===== src/rtl/core_mem_port.sv =====
// Per-core requester: turns a single-beat core load/store into the arbiter's level-held rden/wren
// handshake. Optional grant-wait timeout enabled by defining MEMPORT_TIMEOUT_EN.
module core_mem_port #(
  parameter int unsigned ADDR_W         = 8,
  parameter int unsigned DATA_W         = 8,
  parameter int unsigned HOLD_CYCLES    = 3,
  parameter int unsigned TIMEOUT_CYCLES = 64
) (
  input  logic              clk,
  input  logic              rst_n,
  input  logic              req_valid,
  output logic              req_ready,
  input  logic              req_we,
  input  logic [ADDR_W-1:0] req_addr,
  input  logic [DATA_W-1:0] req_wdata,
  output logic              resp_valid,
  output logic [DATA_W-1:0] resp_rdata,
  output logic              resp_err,
  output logic              mem_rden,
  output logic              mem_wren,
  output logic [ADDR_W-1:0] mem_addr,
  output logic [DATA_W-1:0] mem_din,
  input  logic              mem_acq,
  input  logic [DATA_W-1:0] mem_dq
);

  typedef enum logic [2:0] {StIdle, StReq, StHold, StDrain, StResp} state_e;

  localparam logic [3:0] HoldLast = 4'(HOLD_CYCLES - 1);

  state_e            state_q, state_d;
  logic              ready_q, ready_d;
  logic              rden_q, rden_d;
  logic              wren_q, wren_d;
  logic              we_q, we_d;
  logic [ADDR_W-1:0] addr_q, addr_d;
  logic [DATA_W-1:0] din_q, din_d;
  logic [DATA_W-1:0] rdata_q, rdata_d;
  logic [3:0]        hold_cnt_q, hold_cnt_d;
  logic              resp_valid_q, resp_valid_d;

`ifdef MEMPORT_TIMEOUT_EN
  localparam int unsigned TmoW = $clog2(TIMEOUT_CYCLES + 1);
  localparam logic [TmoW-1:0] TmoLast = TmoW'(TIMEOUT_CYCLES - 1);

  logic [TmoW-1:0] tmo_cnt_q, tmo_cnt_d;
  logic            err_q, err_d;
  logic            resp_err_q, resp_err_d;
`endif

  always_comb begin
    state_d      = state_q;
    rden_d       = rden_q;
    wren_d       = wren_q;
    we_d         = we_q;
    addr_d       = addr_q;
    din_d        = din_q;
    rdata_d      = rdata_q;
    hold_cnt_d   = hold_cnt_q;
    resp_valid_d = 1'b0;
`ifdef MEMPORT_TIMEOUT_EN
    tmo_cnt_d    = tmo_cnt_q;
    err_d        = err_q;
    resp_err_d   = 1'b0;
`endif
    unique case (state_q)
      StIdle: begin
        // ready_q is low on the first cycle out of reset, so no accept then
        if (req_valid && ready_q) begin
          addr_d  = req_addr;
          din_d   = req_wdata;
          we_d    = req_we;
          rden_d  = ~req_we;
          wren_d  = req_we;
          state_d = StReq;
`ifdef MEMPORT_TIMEOUT_EN
          tmo_cnt_d = '0;
          err_d     = 1'b0;
`endif
        end
      end
      StReq: begin
        if (mem_acq) begin
          hold_cnt_d = '0;
          state_d    = StHold;
        end
`ifdef MEMPORT_TIMEOUT_EN
        else if (tmo_cnt_q == TmoLast) begin
          rden_d  = 1'b0;
          wren_d  = 1'b0;
          err_d   = 1'b1;
          state_d = StDrain;
        end else begin
          tmo_cnt_d = tmo_cnt_q + 1'b1;
        end
`endif
      end
      StHold: begin
        // A dropped acq here is a protocol violation; keep counting regardless
        hold_cnt_d = hold_cnt_q + 4'd1;
        if (hold_cnt_q == HoldLast) begin
          if (!we_q) rdata_d = mem_dq;
          rden_d  = 1'b0;
          wren_d  = 1'b0;
          state_d = StDrain;
        end
      end
      StDrain: begin
        if (!mem_acq) begin
          resp_valid_d = 1'b1;
          state_d      = StResp;
`ifdef MEMPORT_TIMEOUT_EN
          resp_err_d   = err_q;
`endif
        end
      end
      StResp: begin
        state_d = StIdle;
      end
      default: begin
        state_d = StIdle;
      end
    endcase
    ready_d = (state_d == StIdle);
  end

  always_ff @(posedge clk or negedge rst_n) begin
    if (!rst_n) begin
      state_q      <= StIdle;
      ready_q      <= 1'b0;
      rden_q       <= 1'b0;
      wren_q       <= 1'b0;
      we_q         <= 1'b0;
      addr_q       <= '0;
      din_q        <= '0;
      rdata_q      <= '0;
      hold_cnt_q   <= '0;
      resp_valid_q <= 1'b0;
`ifdef MEMPORT_TIMEOUT_EN
      tmo_cnt_q    <= '0;
      err_q        <= 1'b0;
      resp_err_q   <= 1'b0;
`endif
    end else begin
      state_q      <= state_d;
      ready_q      <= ready_d;
      rden_q       <= rden_d;
      wren_q       <= wren_d;
      we_q         <= we_d;
      addr_q       <= addr_d;
      din_q        <= din_d;
      rdata_q      <= rdata_d;
      hold_cnt_q   <= hold_cnt_d;
      resp_valid_q <= resp_valid_d;
`ifdef MEMPORT_TIMEOUT_EN
      tmo_cnt_q    <= tmo_cnt_d;
      err_q        <= err_d;
      resp_err_q   <= resp_err_d;
`endif
    end
  end

  assign req_ready  = ready_q;
  assign resp_valid = resp_valid_q;
  assign resp_rdata = rdata_q;
  assign mem_rden   = rden_q;
  assign mem_wren   = wren_q;
  assign mem_addr   = addr_q;
  assign mem_din    = din_q;
`ifdef MEMPORT_TIMEOUT_EN
  assign resp_err   = resp_err_q;
`else
  assign resp_err   = 1'b0;
`endif

endmodule


===== config.mk =====
export PLATFORM = sky130hd
export DESIGN_NAME = core_mem_port
export DESIGN_NICKNAME = d
export VERILOG_FILES = /design/src/rtl/core_mem_port.sv
export SDC_FILE = /design/constraint.sdc
export NUM_CORES = 1
export LEC_CHECK = 0
export BUFFER_PORTS_ARGS = -buffer_cell sky130_fd_sc_hd__buf_2
export CAP_MARGIN = 25
export CORE_MARGIN = 1
export CORE_UTILIZATION = 30
export DETAILED_ROUTE_END_ITERATION = 8
export GPL_TIMING_DRIVEN = 0
export PLACE_DENSITY = 0.65
export SETUP_SLACK_MARGIN = 0.15
export SYNTH_ARGS = -nofsm -noshare
export SYNTH_HDL_FRONTEND = slang
export SYNTH_SLANG_ARGS = --single-unit

===== constraint.sdc =====
create_clock -name clk -period 1.85 [get_ports clk]
set_clock_uncertainty 0.05 [all_clocks]
set_input_delay 0.37 -clock clk [delete_from_list [all_inputs] [get_ports clk]]
set_output_delay 0.37 -clock clk [all_outputs]
set_load 0.02 [all_outputs]

==> key figures, run 1 <==
Run status
  • Status: completed

Critical path
  • CP max FO: 8
  • Kind of critical path: reg2reg
  • Arr. time, crit path: 1.93 ns
  • WP buf/inv: 3
  • Worst path cell trace: clkbuf_8, or3b_4, buf_6, nor3_4, buf_12, mux2_4
  • Crit path to: resp_rdata[7]
  • WP depth: 6
  • Worst setup EP type: flip-flop
  • CP peak stage delay: around 0.37 ns
  • Critical Path Source: state_q[0]
  • Worst EP required: 1.96 ns
  • R2r setup slk: 0.03 ns
  • Worst reg2reg path endpoint: resp_rdata[7]
  • Slowest cell on crit path: dfrtp_1
  • R2r startpoint: state_q[0]
  • CP top delay family: simple AND/OR/NAND/NOR gates
  • Startpoint Class: flip-flop
  • Worst r2r path cells: 6

STA
  • Final setup viols: 0
  • Actual slew at the worst max-slew pin: 0.788 ns
  • Pins Over Slew Limit: 0
  • Final Critical Period: around 1.8 ns
  • RSZ-0062 raised after global routing: true
  • Final worst setup slack: 0.0296 ns
  • Final period utilization: between 90 and 100%
  • Fmax: 0.549 GHz
  • Max-Slew Margin vs Limit: a little under half
  • Final Hold Viols: 0

Placement
  • Pre-CTS setup slack: -0.133 ns
  • HPWL Detailed: 1980 um
  • Gpl congestion: around 0.73
  • Placed cell count: 232
  • Placed Area: roughly 1900 sq um
  • IO Port Bufs: 56

Clocking
  • H-tree depth: 2
  • Clock buffer depth: 2
  • Root buffer cell: clkbuf_8
  • TritonCTS Buffers: 5
  • Reg clk slew, reported paths: around 0.060 ns
  • Clk sink count: 36
  • Worst-Skew Late Latency: ~0.28 ns
  • CTS tree: yes
  • CTS hold repair buffers: 0

Pwr
  • P_leak: ~0.0010 uW
  • Cell area power density: between 1500 and 2000 nW/um^2
  • Max IR drop VDD: around 730 uV
  • Pwr Total: about 3600 uW

Logic synthesis
  • Syn avg cell area: between 10 and 15 sq um
  • Yosys warning count: 0
  • Mapped Cells: between 100 and 150
  • Post-synthesis cell type count: 29
  • Ranking of synthesized cells by area: dfrtp_1, mux2_2, ha_1
  • Share of the synthesized area in the top cell type: roughly 61%
  • Mapped Nets: 140
  • Area leader, netlist: dfrtp_1
  • Seq/Total Area, Yosys: 60.7%
  • FF+latch count, synth: 36
  • Synth Cell Area: roughly 1500 sq um

Global routing
  • Total track usage: between 10% and 20%
  • Largest net degree at the start of global routing: 37
  • First-pass GRT wire length: between 4000 and 5000 um
  • Overflow left after global routing: 0
  • Vias in the first global route: around 1.1k
  • Initial antenna violation count: 0

Die
  • Core Area: around 4800 sq um
  • Row count: 25
  • Area of the die: between 5000 and 6000 sq um
  • Chip Width: roughly 72 um
  • Initial Utilization: between 30% and 40%
  • # IOs: 58
  • Chip height: approximately 72 um

Finish
  • Layout cells sized above 1: about three fifths
  • N_diodes: 0
  • Layout Nets: between 200 and 250
  • Area grow syn2layout: 43.1%
  • Design Area, Final: 2130 sq um
  • Layout Utilization: between 40% and 50%
  • Non-Filler Instances: ~250

Route
  • Initial drt markers: 12
  • Wire per inst: about 12 um
  • Vias after detailed routing: 1094
  • Remaining DRCs: 0
  • Final WL: ~3000 um
  • Detailed Routing Iterations Pass 1: 4
  • Final ANT Viol Nets: 0
  • Via/cell ratio: 4.36

Job
  • Max-Cap Viols: 0

Min path
  • HP Class: in2async
[worst register-to-register path, cell delays in order, from the launching register on]
cell,delay (ns)
dfrtp_1,0.37
clkbuf_8,0.13
or3b_4,0.37
buf_6,0.13
nor3_4,0.19
buf_12,0.16
mux2_4,0.30
[state kept, by name (all words and copies together), names as in the netlist]
| register | count |
|---|---|
| mem_wren | 1 |
| mem_addr | 8 |
| mem_rden | 1 |
| req_ready | 1 |
| mem_din | 8 |
| resp_rdata | 8 |
| we_q | 1 |
| state_q | 3 |
| hold_cnt_q | 4 |
| resp_valid | 1 |
[per-stage QoR]
step | hold slack [ns] | setup TNS, ns
global route | 0.189 | -0.251
global placement | 0.436 | -1.01
floorplan | 0.0244 | 0
detailed placement | 0.441 | -0.996
finish | 0.120 | 0
CTS | 0.140 | 0
[layout make-up]
cell class	count	area, sq um
clock buffers	8	90.1
repair buffers	67	375
inverters	6	22.5
plain buffers	6	66.3
multi-input cells	61	586
well taps	67	83.8
flip-flops and latches	36	902
fillers	481	2630
[cells in the mapped netlist]
library cell / count
nor4bb_1: 2
o22ai_1: 1
a21oi_1: 3
a311o_1: 1
buf_2: 3
nor2_1: 6
nand2_1: 2
or3b_2: 1
ha_1: 2
xnor2_1: 1
and3_1: 1
nor3_4: 1
nand3b_1: 1
mux2i_1: 2
o21ai_0: 3
buf_4: 2
or3b_1: 1
a31oi_1: 1
nand4_1: 1
inv_1: 6
dfrtp_1: 36
o2bb2a_1: 1
conb_1: 1
o31ai_1: 2
nor2b_1: 1
nand2b_1: 1
mux2_2: 24
clkbuf_2: 1
nand3_1: 1
[layer usage]
metal,vias to the layer above,GRT usage (%),wire (um)
met2,35,20.0,1520
li1,520,-,-
met1,534,13.8,1310
met4,0,4.79,30
met5,-,0,0
met3,5,3.61,131
[where the power goes]
| group | switching (uW) | internal [uW] |
|---|---|---|
| Sequential | 188 | 1140 |
| Clock | 253 | 303 |
| Combinational | 863 | 839 |
| Total | 1300 | 2280 |
[worst min path at each step]
stage                             start            end  slack, ns  depth (start not counted)
after floorplan                   rst_n  hold_cnt_q[0]       0.02                          0
after global routing              rst_n  hold_cnt_q[3]       0.19                          1
after detailed placement  resp_rdata[5]  resp_rdata[5]       0.44                          1
after global placement       mem_din[2]     mem_din[2]       0.44                          1
final                             rst_n    mem_addr[7]       0.12                          1
after CTS                         rst_n  hold_cnt_q[1]       0.14                          1
[placed cells by master, fill, tap and decap left out, types with 2 or more instances in the layout]
cell type,Yosys,layout
nor4bb_1,2,2
ha_1,2,2
mux2_4,0,8
inv_1,6,6
clkbuf_8,0,7
clkbuf_1,0,2
or3b_4,0,2
buf_4,2,11
nand2_1,2,2
buf_2,3,56
mux2_2,24,16
mux2i_1,2,2
nor2_1,6,4
buf_6,0,4
a21oi_1,3,3
dfrtp_1,36,35
o21ai_0,3,2
[kinds of logic (layout without fill, tap and decap cells)]
| group | count (synthesis) | after routing | synth area share (%) |
|---|---|---|---|
| flip-flops | 36 | 36 | 60.7 |
| multiplexers | 26 | 26 | 19.5 |
| AND/OR/NAND/NOR | 19 | 19 | 8.17 |
| AO/OA/AOI/OAI | 12 | 12 | 5.22 |
| buffers and inverters | 12 | 87 | 3.87 |
| adder cells (fa/ha/maj) | 2 | 2 | 1.68 |
| other | 1 | 1 | 0.252 |
| XOR/XNOR | 1 | 1 | 0.590 |
[timing repair]
item	in CTS	in global routing
setup buffers	5	6
endpoints found under the setup margin	23	24
resized for setup	15	11
pin swaps	2	1
(Power assumes the default switching activity.)
==> run 2: changes to the inputs <==
--- a/config.mk
+++ b/config.mk
@@ -7,11 +7,11 @@
 export LEC_CHECK = 0
 export BUFFER_PORTS_ARGS = -buffer_cell sky130_fd_sc_hd__buf_2
 export CAP_MARGIN = 25
+export CORE_ASPECT_RATIO = 0.5
 export CORE_MARGIN = 1
 export CORE_UTILIZATION = 30
 export DETAILED_ROUTE_END_ITERATION = 8
 export GPL_TIMING_DRIVEN = 0
-export PLACE_DENSITY = 0.65
 export SETUP_SLACK_MARGIN = 0.15
 export SYNTH_ARGS = -nofsm -noshare
 export SYNTH_HDL_FRONTEND = slang
==> run 2 against run 1 <==
Net effect: highest routed layer unchanged; sequential share of layout area up 1.7 points; fmax decreased by 0.80%; critical path depth stayed put; critical path type unchanged; cell area fell by 3.9%.
==> key figures, run 2 (same netlist as run 1, synthesis figures left out) <==
Finish
  • Commonest non-fill, non-tap cell in the layout: buf_2
  • Layout Nets: 207
  • Most frequent cells in the layout: buf_2, dfrtp_1, mux2_2
  • Layout cells sized above 1: around 58%
  • N_diodes: 0
  • Design Area, Final: between 2000 and 2500 sq um
  • Area grow syn2layout: 37.6%
  • Filler instances: around 440

Run status
  • Status: completed

Route
  • Detailed Routing Iterations Pass 1: 4
  • Vias after detailed routing: ~1.1k
  • Initial drt markers: 21
  • Via/cell ratio: roughly 4.3
  • Remaining DRCs: 0
  • Final WL: 2950 um
  • Wire per inst: about 12 um
  • Final ANT Viol Nets: 0

STA
  • Final period utilization: between 90% and 100%
  • Pins Over Slew Limit: 0
  • Final Hold Viols: 0
  • Final worst setup slack: about 0.015 ns
  • Max-Slew Margin vs Limit: 46.7%
  • Final setup viols: 0
  • Fmax: between 0.5 and 0.6 GHz
  • RSZ-0062 raised after global routing: true
  • Final Critical Period: around 1.8 ns
  • Actual slew at the worst max-slew pin: between 0.7 and 0.8 ns

Placement
  • HPWL Detailed: roughly 2100 um
  • IO Port Bufs: 56
  • Placed Area: around 1900 sq um
  • Gpl congestion: around 0.72
  • Pre-CTS setup slack: -0.102 ns

Clocking
  • Clk sink count: 36
  • Worst-Skew Late Latency: 0.29 ns
  • CTS tree: yes
  • TritonCTS Buffers: 5
  • CTS hold repair buffers: 0
  • H-tree depth: 2
  • Reg clk slew, reported paths: approximately 0.070 ns
  • Clock buffer depth: 2
  • Root buffer cell: clkbuf_8

Global routing
  • First-pass GRT wire length: 4700 um
  • Overflow left after global routing: 0
  • Largest net degree at the start of global routing: 37
  • Initial antenna violation count: 0
  • Total track usage: 12.0%
  • Vias in the first global route: about 1k

Critical path
  • Arr. time, crit path: ~2 ns
  • Startpoint Class: flip-flop
  • WP buf/inv: 2
  • CP top delay family: simple AND/OR/NAND/NOR gates
  • Slowest cell on crit path: dfrtp_1
  • CP max FO: 8
  • Worst path cell trace: inv_1, ha_1, or3b_4, nor3_4, buf_12, mux2_4
  • Kind of critical path: reg2reg
  • CP peak stage delay: approximately 0.42 ns
  • Worst setup EP type: flip-flop
  • Worst EP required: 1.97 ns

Die
  • Area of the die: roughly 5300 sq um
  • Chip Width: between 100 and 150 um
  • Chip height: between 50 and 60 um
  • # IOs: between 50 and 60
  • Core Area: 4570 sq um
  • Row count: 17
  • Initial Utilization: 32.5%

Pwr
  • Cell area power density: 1700 nW/um^2
  • P_leak: about 0.0010 uW
  • Max IR drop VDD: between 400 and 500 uV
  • Pwr Total: about 3500 uW

Min path
  • HP Class: in2async

Job
  • Max-Cap Viols: 0
run 2: cell types whose count changed in the layout (fill, tap and decap cells not counted), moves of 2 or more:
| cell | delta |
|---|---|
| clkbuf_1 | -2 |
| clkinv_2 | +2 |
| buf_4 | -4 |
| buf_6 | -3 |
run 2: final cells by class:
cell class                      count  area, sq um  area share [%]
Timing Repair Buffer               60          323            15.8
Multi-Input combinational cell     61          567            27.7
Sequential cell                    36          901            44.1
Buffer                              6         55.1            2.69
Inverter                            6         22.5            1.10
Clock inverter                      2         10.0           0.490
Tap cell                           66         82.6            4.04
Clock buffer                        6         82.6            4.04
run 2: timing repair:
action,CTS,global route
endpoints found under the setup margin,23,24
gates resized for setup,6,11
pin swaps,1,1
setup buffers,3,1
run 2: metrics by stage:
| step | util, % | TNS [ns] | std cells | hold slack (ns) |
|---|---|---|---|---|
| after floorplan | - | 0 | 109 | 0.0244 |
| final | 44.7 | 0 | 243 | 0.112 |
| after detailed placement | 40.5 | -0.784 | 231 | 0.441 |
| after CTS | 43.7 | 0 | 242 | 0.143 |
| after global routing | 44.7 | -0.290 | 243 | 0.184 |
| after global placement | 40.5 | -0.946 | 231 | 0.434 |
run 2: metal layers:
| metal | up-vias | GRT usage (%) | share of wire, % |
|---|---|---|---|
| met3 | 6 | 3.90 | 4.4 |
| met5 | - | 0 | 0 |
| li1 | 514 | - | - |
| met4 | 0 | 5.07 | 1.6 |
| met1 | 513 | 14.4 | 44 |
| met2 | 20 | 20.0 | 50 |
run 2: power breakdown:
part | switching (uW) | internal (uW) | total [uW]
clock network | 282 | 297 | 579
registers | 194 | 1140 | 1330
logic | 813 | 747 | 1560
total | 1290 | 2180 | 3470
run 2: path summary, 6_finish.rpt:
check                         startpoint       endpoint  slack, ns  cells past startpoint
min in group clk                  req_we       mem_rden       0.23                      2
max in group asynchronous          rst_n     mem_din[2]       1.13                      1
hold / removal                     rst_n  hold_cnt_q[0]       0.11                      1
setup reg to reg           hold_cnt_q[0]  resp_rdata[7]       0.01                      6
setup / recovery           hold_cnt_q[0]  resp_rdata[7]       0.01                      6
hold reg to reg              mem_addr[4]    mem_addr[4]       0.45                      1
==> run 3: changes to the inputs <==
--- a/config.mk
+++ b/config.mk
@@ -9,9 +9,11 @@
 export CAP_MARGIN = 25
 export CORE_ASPECT_RATIO = 0.5
 export CORE_MARGIN = 1
-export CORE_UTILIZATION = 30
+export CORE_UTILIZATION = 35
 export DETAILED_ROUTE_END_ITERATION = 8
 export GPL_TIMING_DRIVEN = 0
+export PLACE_DENSITY = 0.59
+export RECOVER_POWER = 25
 export SETUP_SLACK_MARGIN = 0.15
 export SYNTH_ARGS = -nofsm -noshare
 export SYNTH_HDL_FRONTEND = slang
==> run 3 against run 2 <==
Net effect: register-to-register slack better by 0.02 ns; hold slack better by 0.029 ns; via count is 3.0% higher; fmax is 1.1% higher; total power is 6.0% higher; critical endpoint is now resp_rdata[6]; largest cell class unchanged.
==> key figures, run 3 (same netlist as run 1, synthesis figures left out) <==
STA
  • RSZ-0062 raised after global routing: true
  • Max-Slew Margin vs Limit: between 40 and 50%
  • Final worst setup slack: around 0.034 ns
  • Fmax: ~0.55 GHz
  • Actual slew at the worst max-slew pin: ~0.9 ns
  • Total Neg Setup Slack: 0 ns
  • Final setup viols: 0
  • Pins Over Slew Limit: 0
  • Final Critical Period: 1.82 ns
  • Final period utilization: a little over nine tenths
  • Final Hold Viols: 0

Clocking
  • H-tree depth: 2
  • Worst-Skew Late Latency: a little under 0.3 ns
  • Clk sink count: 36
  • TritonCTS Buffers: 5
  • Reg clk slew, reported paths: 0.08 ns
  • Root buffer cell: clkbuf_8
  • CTS hold repair buffers: 0
  • CTS tree: yes
  • Clock buffer depth: 2

Finish
  • Layout Nets: 210
  • N_diodes: 0
  • Most frequent cells in the layout: buf_2, dfrtp_1, mux2_2
  • Reg area: 902 sq um
  • Filler instances: ~370
  • Multi-input gate area: approximately 600 sq um
  • Commonest non-fill, non-tap cell in the layout: buf_2
  • Layout cells sized above 1: between 60% and 70%
  • Area grow syn2layout: 41.3%

Route
  • Detailed Routing Iterations Pass 1: 2
  • Remaining DRCs: 0
  • Vias after detailed routing: between 1k and 1.5k
  • Wire per inst: 12.6 um
  • Via/cell ratio: around 4.6
  • Final WL: 2950 um
  • Initial drt markers: 13
  • Final ANT Viol Nets: 0

Pwr
  • Switching pwr: ~1300 uW
  • Cell Int Power: between 2000 and 2500 uW
  • Cell area power density: approximately 1800 nW/um^2
  • Clock power frac: between 10% and 20%
  • Max IR drop VDD: a little under 600 uV
  • Combinational share of power: between 40% and 50%
  • Reg power frac: between 30% and 40%
  • Pwr Total: ~3700 uW
  • Net Sw Frac: 36.1%
  • P_leak: 0.00103 uW

Die
  • # IOs: 58
  • Chip height: slightly below 50 um
  • Chip Width: roughly 94 um
  • Area of the die: approximately 4500 sq um
  • Row count: 16
  • Core Area: about 4000 sq um
  • Initial Utilization: between 30 and 40%

Global routing
  • Largest net degree at the start of global routing: 37
  • Initial antenna violation count: 0
  • First-pass GRT wire length: ~4500 um
  • Total track usage: 13.4%
  • Vias in the first global route: approximately 1.0k
  • Overflow left after global routing: 0

Critical path
  • CP max FO: 8
  • R2r startpoint: state_q[0]
  • R2r setup slk: around 0.034 ns
  • Worst reg2reg path endpoint: resp_rdata[6]
  • Worst r2r path cells: 6
  • Startpoint Class: flip-flop
  • Kind of critical path: reg2reg
  • Worst setup EP type: flip-flop
  • Arr. time, crit path: 1.94 ns
  • Worst EP required: approximately 2 ns

Placement
  • IO Port Bufs: 56
  • HPWL Detailed: ~2000 um
  • Gpl congestion: around 0.78
  • Pre-CTS setup slack: -0.114 ns

Job
  • Max-Cap Viols: 0

Min path
  • HP Class: in2async

Run status
  • Status: completed
run 3: cell types whose count changed in the layout (fill, tap and decap cells not counted), sizes merged:
cell      before  now
bufinv         0    1
clkinvlp       0    1
clkinv         2    1
buf           65   67
run 3: critical path, stage by stage (launching register included):
cell,delay (ns)
dfrtp_1,0.38
clkbuf_8,0.14
or3b_4,0.39
buf_6,0.13
nor3_4,0.14
buf_12,0.16
mux2_4,0.30
run 3: repair_timing:
action | in CTS | in global routing
setup buffers | 4 | 3
hold endpoints to repair | 0 | 0
pin swaps | 2 | 2
gates resized for setup | 17 | 7
endpoints found under the setup margin | 23 | 25
run 3: worst max path at each step:
stage,end,startpoint,cells after the start,slack (ns)
after detailed placement,resp_rdata[2],hold_cnt_q[0],5,-0.11
final,resp_rdata[6],state_q[0],6,0.03
after global routing,resp_rdata[5],hold_cnt_q[0],6,-0.008
after floorplan,resp_rdata[0],hold_cnt_q[0],5,0.03
after CTS,resp_rdata[5],state_q[0],6,-0.01
after global placement,resp_rdata[7],hold_cnt_q[0],5,-0.12
run 3: layer usage:
metal	track usage, %	wire, um	vias up
met5	0	0	-
met4	4.62	38	0
met3	3.81	118	6
met2	24.1	1490	23
met1	16.1	1310	540
li1	-	-	516
run 3: through the flow:
stage / cells / utilization [%] / instance area, sq um / hold slack (ns)
floorplan: 109 / - / 1490 / 0.0244
global placement: 219 / 46.1 / 1840 / 0.435
CTS: 231 / 51.5 / 2050 / 0.148
finish: 234 / 52.7 / 2100 / 0.140
detailed placement: 219 / 46.1 / 1840 / 0.441
global route: 234 / 52.7 / 2100 / 0.224
run 3: power by group through the flow:
stage / registers [uW] / logic (uW) / clock network [uW]
2_1_floorplan: 1680 / 634 / 0
3_3_place_gp: 1320 / 1410 / 0
3_5_place_dp: 1340 / 1440 / 0
4_1_cts: 1330 / 1590 / 709
5_1_grt: 1380 / 1810 / 749
6_report: 1330 / 1660 / 690
run 3: layout make-up:
cell class	instances	share of cell area, %
multi-input combinational	61	28.0
clock buffer	5	3.28
inverter	6	1.07
timing repair buffer	63	16.5
buffer	6	2.98
tap	54	3.22
clock inverter	3	2.03
sequential	36	43.0
